### src/rtl/fht_pkg.sv
// Shared definitions for the FHT frame scheduler: state encoding, default
// geometry constants, bank-index type and the bit-reverse helper.
// No ports; imported by fht_sched and fht_sched_obuf.
package fht_pkg;

    // Default bank address width and the derived transform size.
    localparam int FHT_A_BIT = 8;
    localparam int LOG2_N    = FHT_A_BIT + 2;
    localparam int N_POINT   = 1 << LOG2_N;

    typedef enum logic [1:0] {
        ST_LOAD,
        ST_START,
        ST_RUN,
        ST_UNLOAD
    } sched_state_e;

    typedef logic [1:0] bank_t;

    // Reverse the low w bits of v; bits at and above w come back as zero.
    function automatic logic [31:0] bit_rev(input logic [31:0] v, input int w);
        logic [31:0] r;
        r = '0;
        for (int i = 0; i < 32; i++) begin
            if (i < w) begin
                r = r | (((v >> i) & 32'd1) << (w - 1 - i));
            end
        end
        return r;
    endfunction

endpackage

### src/rtl/fht_sched_obuf.sv
// Purpose: 2-entry valid/ready output buffer with occupancy count for the unload path.
// Latency: a push is visible on oOUT_VALID/oOUT_DATA the following cycle.
// Backpressure: holds data while iOUT_READY=0; the caller must keep occupancy plus
//   in-flight reads within 2 (oOCC is exported for that purpose).
// Ports: iCLK/iRESET (sync, active-high); iPUSH_VALID/iPUSH_DATA write side;
//   oOUT_VALID/oOUT_DATA/iOUT_READY read side; oOCC current entry count.
module fht_sched_obuf
    import fht_pkg::*;
#(
    parameter int D_BIT = 16
)
(
    input  logic             iCLK,
    input  logic             iRESET,
    input  logic             iPUSH_VALID,
    input  logic [D_BIT-1:0] iPUSH_DATA,
    output logic             oOUT_VALID,
    output logic [D_BIT-1:0] oOUT_DATA,
    input  logic             iOUT_READY,
    output logic [1:0]       oOCC
);

    logic [D_BIT-1:0] mem_q [2];
    logic             wptr_q;
    logic             rptr_q;
    logic [1:0]       occ_q;
    logic             pop;

    assign oOUT_VALID = (occ_q != 2'd0);
    assign oOUT_DATA  = mem_q[rptr_q];
    assign oOCC       = occ_q;
    assign pop        = oOUT_VALID & iOUT_READY;

    always_ff @(posedge iCLK) begin
        if (iRESET) begin
            mem_q[0] <= '0;
            mem_q[1] <= '0;
            wptr_q   <= 1'b0;
            rptr_q   <= 1'b0;
            occ_q    <= 2'd0;
        end else begin
            if (iPUSH_VALID) begin
                mem_q[wptr_q] <= iPUSH_DATA;
                wptr_q        <= ~wptr_q;
            end
            if (pop) begin
                rptr_q <= ~rptr_q;
            end
            occ_q <= occ_q + {1'b0, iPUSH_VALID} - {1'b0, pop};
        end
    end

endmodule

### src/rtl/fht_sched.sv
// Purpose: frame scheduler for the FHT engine; loads N = 4*2^A_BIT samples into the
//   4-bank work RAM, starts the FHT controller, waits for completion, then unloads.
// Latency: write in the accept cycle; START the cycle after load beat N-1; first
//   result valid 2 cycles after UNLOAD entry, then one sample per cycle if unstalled.
// Backpressure: oIN_READY only in LOAD; unload read issue stalls so buffered plus
//   in-flight reads never exceed 2 entries.
// Optional build macro FHT_SCHED_BITREV_EN: load index is the load count
//   bit-reversed over A_BIT+2 bits (decimation-in-time input order).
// Ports: iCLK/iRESET; input stream iIN_*/oIN_READY; output stream oOUT_*/iOUT_READY;
//   FHT control oFHT_START/iFHT_RDY/iSOURCE_DATA; RAM mux oHOST_OWN, host port
//   oH_BANK/oH_ADDR/oH_WE/oH_WDATA; result set oRD_SET; bank read data iRAM_Q0..3.
module fht_sched
    import fht_pkg::*;
#(
    parameter int A_BIT = FHT_A_BIT,
    parameter int D_BIT = 16
)
(
    input  logic             iCLK,
    input  logic             iRESET,
    input  logic             iIN_VALID,
    input  logic [D_BIT-1:0] iIN_DATA,
    output logic             oIN_READY,
    output logic             oOUT_VALID,
    output logic [D_BIT-1:0] oOUT_DATA,
    output logic             oOUT_LAST,
    input  logic             iOUT_READY,
    output logic             oFHT_START,
    input  logic             iFHT_RDY,
    input  logic             iSOURCE_DATA,
    output logic             oHOST_OWN,
    output logic [1:0]       oH_BANK,
    output logic [A_BIT-1:0] oH_ADDR,
    output logic             oH_WE,
    output logic [D_BIT-1:0] oH_WDATA,
    output logic             oRD_SET,
    input  logic [D_BIT-1:0] iRAM_Q0,
    input  logic [D_BIT-1:0] iRAM_Q1,
    input  logic [D_BIT-1:0] iRAM_Q2,
    input  logic [D_BIT-1:0] iRAM_Q3
);

    localparam int            IW       = A_BIT + 2;
    localparam logic [IW-1:0] LAST_IDX = '1;

    sched_state_e     state_q, state_d;
    logic [IW-1:0]    load_cnt_q, load_cnt_d;
    logic [IW-1:0]    rd_cnt_q, rd_cnt_d;
    logic [IW-1:0]    out_cnt_q, out_cnt_d;
    logic             issue_done_q, issue_done_d;
    logic             busy_seen_q, busy_seen_d;
    logic             rd_set_q, rd_set_d;
    logic [15:0]      frame_cnt_q, frame_cnt_d;
    logic             inflight_q;
    bank_t            rd_bank_q;

    logic [IW-1:0]    load_idx;
    logic [IW-1:0]    host_idx;
    logic             issue;
    logic             pop;
    logic [1:0]       occ;
    logic [D_BIT-1:0] q_sel;
    logic             obuf_vld;

    // Point index written by the current load beat.
    always_comb begin
`ifdef FHT_SCHED_BITREV_EN
        load_idx = IW'(bit_rev(32'(load_cnt_q), IW));
`else
        load_idx = load_cnt_q;
`endif
    end

    assign host_idx  = (state_q == ST_UNLOAD) ? rd_cnt_q : load_idx;
    assign oH_BANK   = host_idx[1:0];
    assign oH_ADDR   = host_idx[IW-1:2];
    assign oH_WDATA  = iIN_DATA;
    assign oRD_SET   = rd_set_q;
    assign pop       = obuf_vld & iOUT_READY;
    assign oOUT_VALID = obuf_vld;
    assign oOUT_LAST = obuf_vld & (out_cnt_q == LAST_IDX);

    always_comb begin
        state_d      = state_q;
        load_cnt_d   = load_cnt_q;
        rd_cnt_d     = rd_cnt_q;
        out_cnt_d    = out_cnt_q;
        issue_done_d = issue_done_q;
        busy_seen_d  = busy_seen_q;
        rd_set_d     = rd_set_q;
        frame_cnt_d  = frame_cnt_q;
        oIN_READY    = 1'b0;
        oHOST_OWN    = 1'b1;
        oH_WE        = 1'b0;
        oFHT_START   = 1'b0;
        issue        = 1'b0;

        case (state_q)
            ST_LOAD: begin
                oIN_READY = 1'b1;
                if (iIN_VALID) begin
                    oH_WE = 1'b1;
                    if (load_cnt_q == LAST_IDX) begin
                        load_cnt_d = '0;
                        state_d    = ST_START;
                    end else begin
                        load_cnt_d = load_cnt_q + IW'(1);
                    end
                end
            end
            ST_START: begin
                oHOST_OWN   = 1'b0;
                oFHT_START  = 1'b1;
                busy_seen_d = 1'b0;
                state_d     = ST_RUN;
            end
            ST_RUN: begin
                oHOST_OWN = 1'b0;
                // The controller still reports idle for a cycle after START;
                // completion only counts once it has been seen busy.
                if (!iFHT_RDY) begin
                    busy_seen_d = 1'b1;
                    rd_set_d    = iSOURCE_DATA;
                end else if (busy_seen_q) begin
                    busy_seen_d = 1'b0;
                    state_d     = ST_UNLOAD;
                end
            end
            ST_UNLOAD: begin
                // Occupancy after this cycle's pop plus the read landing now must
                // leave room for one more, so a full-rate stream never stalls.
                issue = !issue_done_q &&
                        (({1'b0, occ} + {2'b0, inflight_q}) < (3'd2 + {2'b0, pop}));
                if (issue) begin
                    if (rd_cnt_q == LAST_IDX) begin
                        issue_done_d = 1'b1;
                        rd_cnt_d     = '0;
                    end else begin
                        rd_cnt_d = rd_cnt_q + IW'(1);
                    end
                end
                if (pop) begin
                    if (out_cnt_q == LAST_IDX) begin
                        out_cnt_d    = '0;
                        issue_done_d = 1'b0;
                        frame_cnt_d  = frame_cnt_q + 16'd1;
                        state_d      = ST_LOAD;
                    end else begin
                        out_cnt_d = out_cnt_q + IW'(1);
                    end
                end
            end
            default: begin
                state_d = ST_LOAD;
            end
        endcase
    end

    always_ff @(posedge iCLK) begin
        if (iRESET) begin
            state_q      <= ST_LOAD;
            load_cnt_q   <= '0;
            rd_cnt_q     <= '0;
            out_cnt_q    <= '0;
            issue_done_q <= 1'b0;
            busy_seen_q  <= 1'b0;
            rd_set_q     <= 1'b0;
            frame_cnt_q  <= '0;
            inflight_q   <= 1'b0;
            rd_bank_q    <= '0;
        end else begin
            state_q      <= state_d;
            load_cnt_q   <= load_cnt_d;
            rd_cnt_q     <= rd_cnt_d;
            out_cnt_q    <= out_cnt_d;
            issue_done_q <= issue_done_d;
            busy_seen_q  <= busy_seen_d;
            rd_set_q     <= rd_set_d;
            frame_cnt_q  <= frame_cnt_d;
            inflight_q   <= issue;
            if (issue) begin
                rd_bank_q <= rd_cnt_q[1:0];
            end
        end
    end

    // RAM read data arrives one cycle after issue; pick the bank that was addressed.
    always_comb begin
        case (rd_bank_q)
            2'd0:    q_sel = iRAM_Q0;
            2'd1:    q_sel = iRAM_Q1;
            2'd2:    q_sel = iRAM_Q2;
            default: q_sel = iRAM_Q3;
        endcase
    end

    fht_sched_obuf #(
        .D_BIT (D_BIT)
    ) u_obuf (
        .iCLK        (iCLK),
        .iRESET      (iRESET),
        .iPUSH_VALID (inflight_q),
        .iPUSH_DATA  (q_sel),
        .oOUT_VALID  (obuf_vld),
        .oOUT_DATA   (oOUT_DATA),
        .iOUT_READY  (iOUT_READY),
        .oOCC        (occ)
    );

endmodule

### config.mk
export PLATFORM = sky130hd
export DESIGN_NAME = fht_sched
export DESIGN_NICKNAME = d
export VERILOG_FILES = /design/src/rtl/fht_pkg.sv /design/src/rtl/fht_sched_obuf.sv /design/src/rtl/fht_sched.sv
export SDC_FILE = /design/constraint.sdc
export NUM_CORES = 1
export LEC_CHECK = 0
export BUFFER_PORTS_ARGS = -buffer_cell sky130_fd_sc_hd__buf_4
export CAP_MARGIN = 20
export CELL_PAD_IN_SITES_DETAIL_PLACEMENT = 0
export CELL_PAD_IN_SITES_GLOBAL_PLACEMENT = 2
export CORE_UTILIZATION = 31
export CTS_CLUSTER_DIAMETER = 30
export DETAILED_ROUTE_END_ITERATION = 10
export PLACE_DENSITY = 0.9
export SLEW_MARGIN = 20
export SYNTH_ARGS = -nofsm -noshare
export SYNTH_HDL_FRONTEND = slang
export SYNTH_SLANG_ARGS = --single-unit
### constraint.sdc
create_clock -name iCLK -period 2.31 [get_ports iCLK]
set_clock_uncertainty 0.1 [all_clocks]
set_input_delay 0 -clock iCLK [delete_from_list [all_inputs] [get_ports iCLK]]
set_output_delay 0 -clock iCLK [all_outputs]
set_load 0.05 [all_outputs]
# Word-level counts from Yosys, hierarchy flattened
# Memory sizes are Yosys's and may differ from the RTL's. A register that Yosys moved wholly into a read port is not among the register bits.
# Index checks and enable logic that the tools add are counted.
[totals] ff_bits=42 mem_bits_rw=32 in_bits=86 output_inout_bits=49 word_cells=87 memories=1
[op_classes] n_addsub=7 magnitude_cmp=1 n_eq_ne=14 muxes=34 bitwise_logic=5 reduce_logical=13
[mem_list] memory="u_obuf.mem_q" words=2 word_bits=16 rd=1 rd_clocked_by_memory_dff=1 wr=2 line="fht_sched_obuf.sv:23" text="logic [D_BIT-1:0] mem_q [2];"
[ops] op="$pmux W16 S3" count=1
[ops] op="$mux W10" count=4
[ops] op="$add A10 B1 Y10 const B" count=3
[ops] op="$eq A10 B10 Y1 const B" count=3
[ops] op="$mux W1" count=20
[ops] op="$mux W16" count=1
[ops] op="$reduce_or A16 Y1" count=1
[ops] op="$mux W2" count=6
[ops] op="$ne A2 B2 Y1 const B" count=5
[ops] op="$pmux W2 S4" count=1
[ops] op="$reduce_and A2 Y1" count=4
[ops] op="$eq A2 B2 Y1 const B" count=3
[ops] op="$reduce_and A6 Y1" count=1
[ops] op="$eq A2 B1 Y1 const B" count=2
[ops] op="$logic_not A2 Y1" count=2
[ops] op="$reduce_bool A2 Y1" count=2
[ops] op="$add A2 B1 Y3" count=1
[ops] op="$add A2 B1 Y3 const A" count=1
[ops] op="$lt A3 B3 Y1" count=1
[ops] op="$not A1 Y1" count=3
[ops] op="$add A2 B1 Y2" count=1
[ops] op="$and A1 B1 Y1" count=2
[ops] op="$ne A2 B1 Y1 const B" count=1
[ops] op="$pmux W1 S2" count=1
[ops] op="4 further kinds" count=4

# Longest topological paths before layout
[depth] ltp_word=8 mapped_depth=8 mapped_depth_nobuf=8

# Cells and area by module
# From an unflattened synthesis, not the netlist that was laid out.
[unflattened] hier_cells=392 area_unflattened_um2=4141.5
[by_module_without_submodules] mod="fht_sched" n_inst=1 cells_each=265 area_per_inst_um2=2441.1 seq_area_each_um2=760.7
[by_module_without_submodules] mod="fht_sched_obuf" n_inst=1 cells_each=127 area_per_inst_um2=1700.4 seq_area_each_um2=1061.0

# Worst setup path before layout
# No wires, ideal clock.
[synth_timing] path_kind="register -> output" from="register state_q[0]" to="output port oH_ADDR[5]" arrival_ns=1.989 required_ns=2.210 slack_ns=0.221 stages_incl_launch_ff=5 path_buffers=2 path_cell_list="dfxtp_1 ha_1 buf_2 clkbuf_1 o21ai_0"
[synth_between] elab_chain_cells=2
[synth_rtl] item="from (decl)" line="fht_sched.sv:46" text="sched_state_e state_q, state_d;"
[synth_rtl] item="from (signal assigned)" line="fht_sched.sv:172" text="state_q <= state_d;"
[synth_rtl] item="$eq A2 B2 Y1" line="fht_sched.sv:74" text="assign host_idx = (state_q == ST_UNLOAD) ? rd_cnt_q : load_idx;"
[synth_rtl] item="$mux W10" line="fht_sched.sv:74"
[synth_rtl] item="to (decl)" line="fht_sched.sv:33" text="output logic [A_BIT-1:0] oH_ADDR,"
# Every way passes these cells.

# Worst setup path in the final report
[layout_timing] from="register rd_cnt_q[0]" to="register issue_done_q"
[layout_between] elab_chain_cells=5
[layout_rtl] item="from (decl)" line="fht_sched.sv:48" text="logic [IW-1:0] rd_cnt_q, rd_cnt_d;"
[layout_rtl] item="from (signal assigned)" line="fht_sched.sv:174" text="rd_cnt_q <= rd_cnt_d;"
[layout_rtl] item="$eq A10 B10 Y1 (*)" line="fht_sched.sv:135" text="if (rd_cnt_q == LAST_IDX) begin"
[layout_rtl] item="$mux W1 (*)" line="fht_sched.sv:135"
[layout_rtl] item="$mux W1 (*)" line="fht_sched.sv:134" text="if (issue) begin"
[layout_rtl] item="$mux W1" line="fht_sched.sv:143" text="if (out_cnt_q == LAST_IDX) begin"
[layout_rtl] item="$mux W1 (*)" line="fht_sched.sv:142" text="if (pop) begin"
[layout_rtl] item="to (signal assigned)" line="fht_sched.sv:176" text="issue_done_q <= issue_done_d;"
[layout_rtl] item="to (decl)" line="fht_sched.sv:50" text="logic issue_done_q, issue_done_d;"
# Mark *: on every way between the ends. The rest lies on a longest branch, timed or not.
# A chain may end at the register's enable or synchronous reset.

==> reports/metrics.csv <==
stage;metric;value;unit
floorplanning;Die Y-Extent;117;um
floorplanning;Die Area;13800;um^2
clock_tree;Worst-path clk slew;0.06;ns
clock_tree;postcts setup bufs;0;
logic_synthesis;EDFF count, synth;32;
placed_design;gp weighted congestion;0.847;
min_path;Worst Hold Class;in2reg;
clock_tree;clock buffer depth;2;
final_layout;Final Util;43.1;%
critical_path;critical path required time;2.49;ns
route;DR vias/cell;4.98;
power;peak supply drop;403;uV
power;Power Density;664;nW/um^2
logic_synthesis;Yosys cell types;53;
floorplanning;Top-Level Pins;135;
route;DR vias;3355;
sta;Max Fclk;479;MHz
global_route;layer with the highest usage;met2;
flow_run;max cap viols;0;
logic_synthesis;Area contributors post-synth;edfxtp_1 23%, dfxtp_1 21%, mux4_2 8.7%;
final_layout;most frequent cells in the layout;111 x buf_4, 43 x dfxtp_1, 32 x edfxtp_1;
route;Iter 0 DRT Violations;117;
clock_tree;CTS tree;built;
floorplanning;Die Width;117;um
final_layout;Area Overhead vs Synth;33.3;%
critical_path;kind of critical path;reg2reg;
sta;final setup vio count;0;
global_route;Overflow after GRT;0;
logic_synthesis;synth warn;0;
floorplanning;standard-cell row count;41;
global_route;gr usage total;15.0;%
clock_tree;clk sinks;75;
logic_synthesis;top cell type's share of synthesized area;23.3;%
global_route;vias in the first global route;3366;
route;number of remaining DRC errors;0;
outcome;status;complete, no violations;
route;per-cell routed wire length;14.6;um
clock_tree;hold_buf cts;22;
logic_synthesis;fraction of registers with async set/reset;0;%
clock_tree;Root Buffer Master;clkbuf_16;
sta;Tmin final;2.09;ns
logic_synthesis;syn nets;482;
floorplanning;initial core utilization;32.3;%
logic_synthesis;post-synthesis instance total;385;
global_route;M3 GR Usage;5.74;%
logic_synthesis;Mapped Area;4130;um^2
logic_synthesis;area leader, netlist;edfxtp_1;
global_route;met1 GRT Util;17.6;%
placed_design;Post-DP HPWL;7050;um
final_layout;n_diodes;0;
route;routed wire length;9820;um
floorplanning;Core Region;12800;um^2
route;drt pass-1 iters;4;
global_route;largest net degree at the start of global routing;44;
global_route;initial antenna violation count;0;
power;Leakage Power;2.14;nW
sta;Max Slew Vio Count;0;
logic_synthesis;Syn Area/Cell;10.7;um^2
final_layout;commonest non-fill, non-tap cell in the layout;buf_4;
global_route;grt met2 use;25.1;%
critical_path;Critical Path AT;2.26;ns
logic_synthesis;Seq/Total Area, Yosys;44.1;%
logic_synthesis;ys flop type;dfxtp_1;
clock_tree;Clock Latency Late Sink;0.34;ns
sta;period utilization;90.3;%
logic_synthesis;#FFs+latches synth;75;
critical_path;Crit Path Max Fanout;8;
sta;Setup TNS;0;ns
placed_design;IO Port Bufs;102;
final_layout;filler cell count;1221;
sta;Worst-Margin Slew;0.698;ns
global_route;first-pass GRT wire length;16300;um
route;final antenna-violating net count;0;
clock_tree;CTS resizes;0;
critical_path;CP endpoint kind;register;
sta;Slew HR;53.5;%
sta;Final Hold Fails;0;
clock_tree;H-tree lvl count;3;
final_layout;share of cells above drive strength 1;35.9;%
final_layout;Final nets;594;
sta;RSZ-0062 raised after global routing;false;
clock_tree;clock buffer count from CTS;9;
critical_path;CP startpoint kind;register;
state kept, by name, summed over array words and instances (netlist names), named ones only:
name	flops
busy_seen_q	1
inflight_q	1
issue_done_q	1
load_cnt_q	10
oRD_SET	1
out_cnt_q	10
rd_bank_q	2
rd_cnt_q	10
state_q	2
u_obuf.mem_q	32
u_obuf.oOCC	2
u_obuf.rptr_q	1
u_obuf.wptr_q	1
final cells by class:
class | instances | area (um^2) | area share (%)
Clock inverter | 7 | 65.1 | 1.18
Multi-Input combinational cell | 264 | 2070 | 37.6
Tap cell | 172 | 215 | 3.91
Timing Repair Buffer | 133 | 1050 | 19.2
Clock buffer | 9 | 225 | 4.09
Inverter | 14 | 53.8 | 0.978
Sequential cell | 75 | 1820 | 33.1
power breakdown:
| part | internal [mW] | switching (mW) | total, mW |
|---|---|---|---|
| Combinational | 0.320 | 0.511 | 0.831 |
| Clock | 0.755 | 0.610 | 1.36 |
| Sequential | 1.42 | 0.0303 | 1.45 |
synth_stat cells, types with 3 or more instances:
master / number
inv_1: 13
nand3_1: 13
nor3_1: 7
o211ai_1: 3
o21ai_0: 8
xnor2_1: 10
mux4_2: 16
nand2_1: 20
o31ai_1: 4
buf_1: 3
and2_1: 16
mux2_2: 25
nor2_1: 31
ha_1: 11
xor2_1: 9
clkbuf_1: 9
buf_4: 16
a21oi_1: 12
or3_1: 7
edfxtp_1: 32
buf_2: 4
dfxtp_1: 43
nand4_1: 13
nor2b_1: 21
or4_1: 4
final timing paths:
check,endpoint,start,cells after the start,slack (ns)
max reg2reg,issue_done_q,rd_cnt_q[0],5,0.22
min,out_cnt_q[1],iOUT_READY,4,0.07
max,issue_done_q,rd_cnt_q[0],5,0.22
min reg2reg,issue_done_q,issue_done_q,2,0.38
through the flow:
step	instances	total power [mW]	hold slack [ns]	setup WS, ns	area (um^2)
finish	674	3.65	0.0658	0.224	5500
global route	674	3.82	0.0737	0.0944	5500
CTS	674	3.70	0.0553	0.225	5500
detailed placement	636	2.23	-0.0997	0.241	4990
global placement	636	2.23	-0.0997	0.315	4990
floorplan	385	2.05	0.0472	0.221	4130
kinds of logic after synthesis:
family	share of synthesized area [%]
adder cells (fa/ha/maj)	3.34
multiplexers	16.0
AO/OA/AOI/OAI	7.13
XOR/XNOR	4.03
flip-flops	44.1
buffers and inverters	5.79
AND/OR/NAND/NOR	19.5
worst max-delay path, stage by stage (launching register included):
cell and delay, ns:
dfxtp_1 0.46, ha_1 0.25, nand3_2 0.10, or4_1 0.62, or3_1 0.37, a21oi_2 0.13
routing by layer:
layer | vias to the layer above | part of all wire (%)
met4 | 0 | 1.8
met2 | 123 | 49
met5 | - | 0
li1 | 1607 | -
met3 | 15 | 6.6
met1 | 1610 | 43
Power figures use the tool's default switching activity.
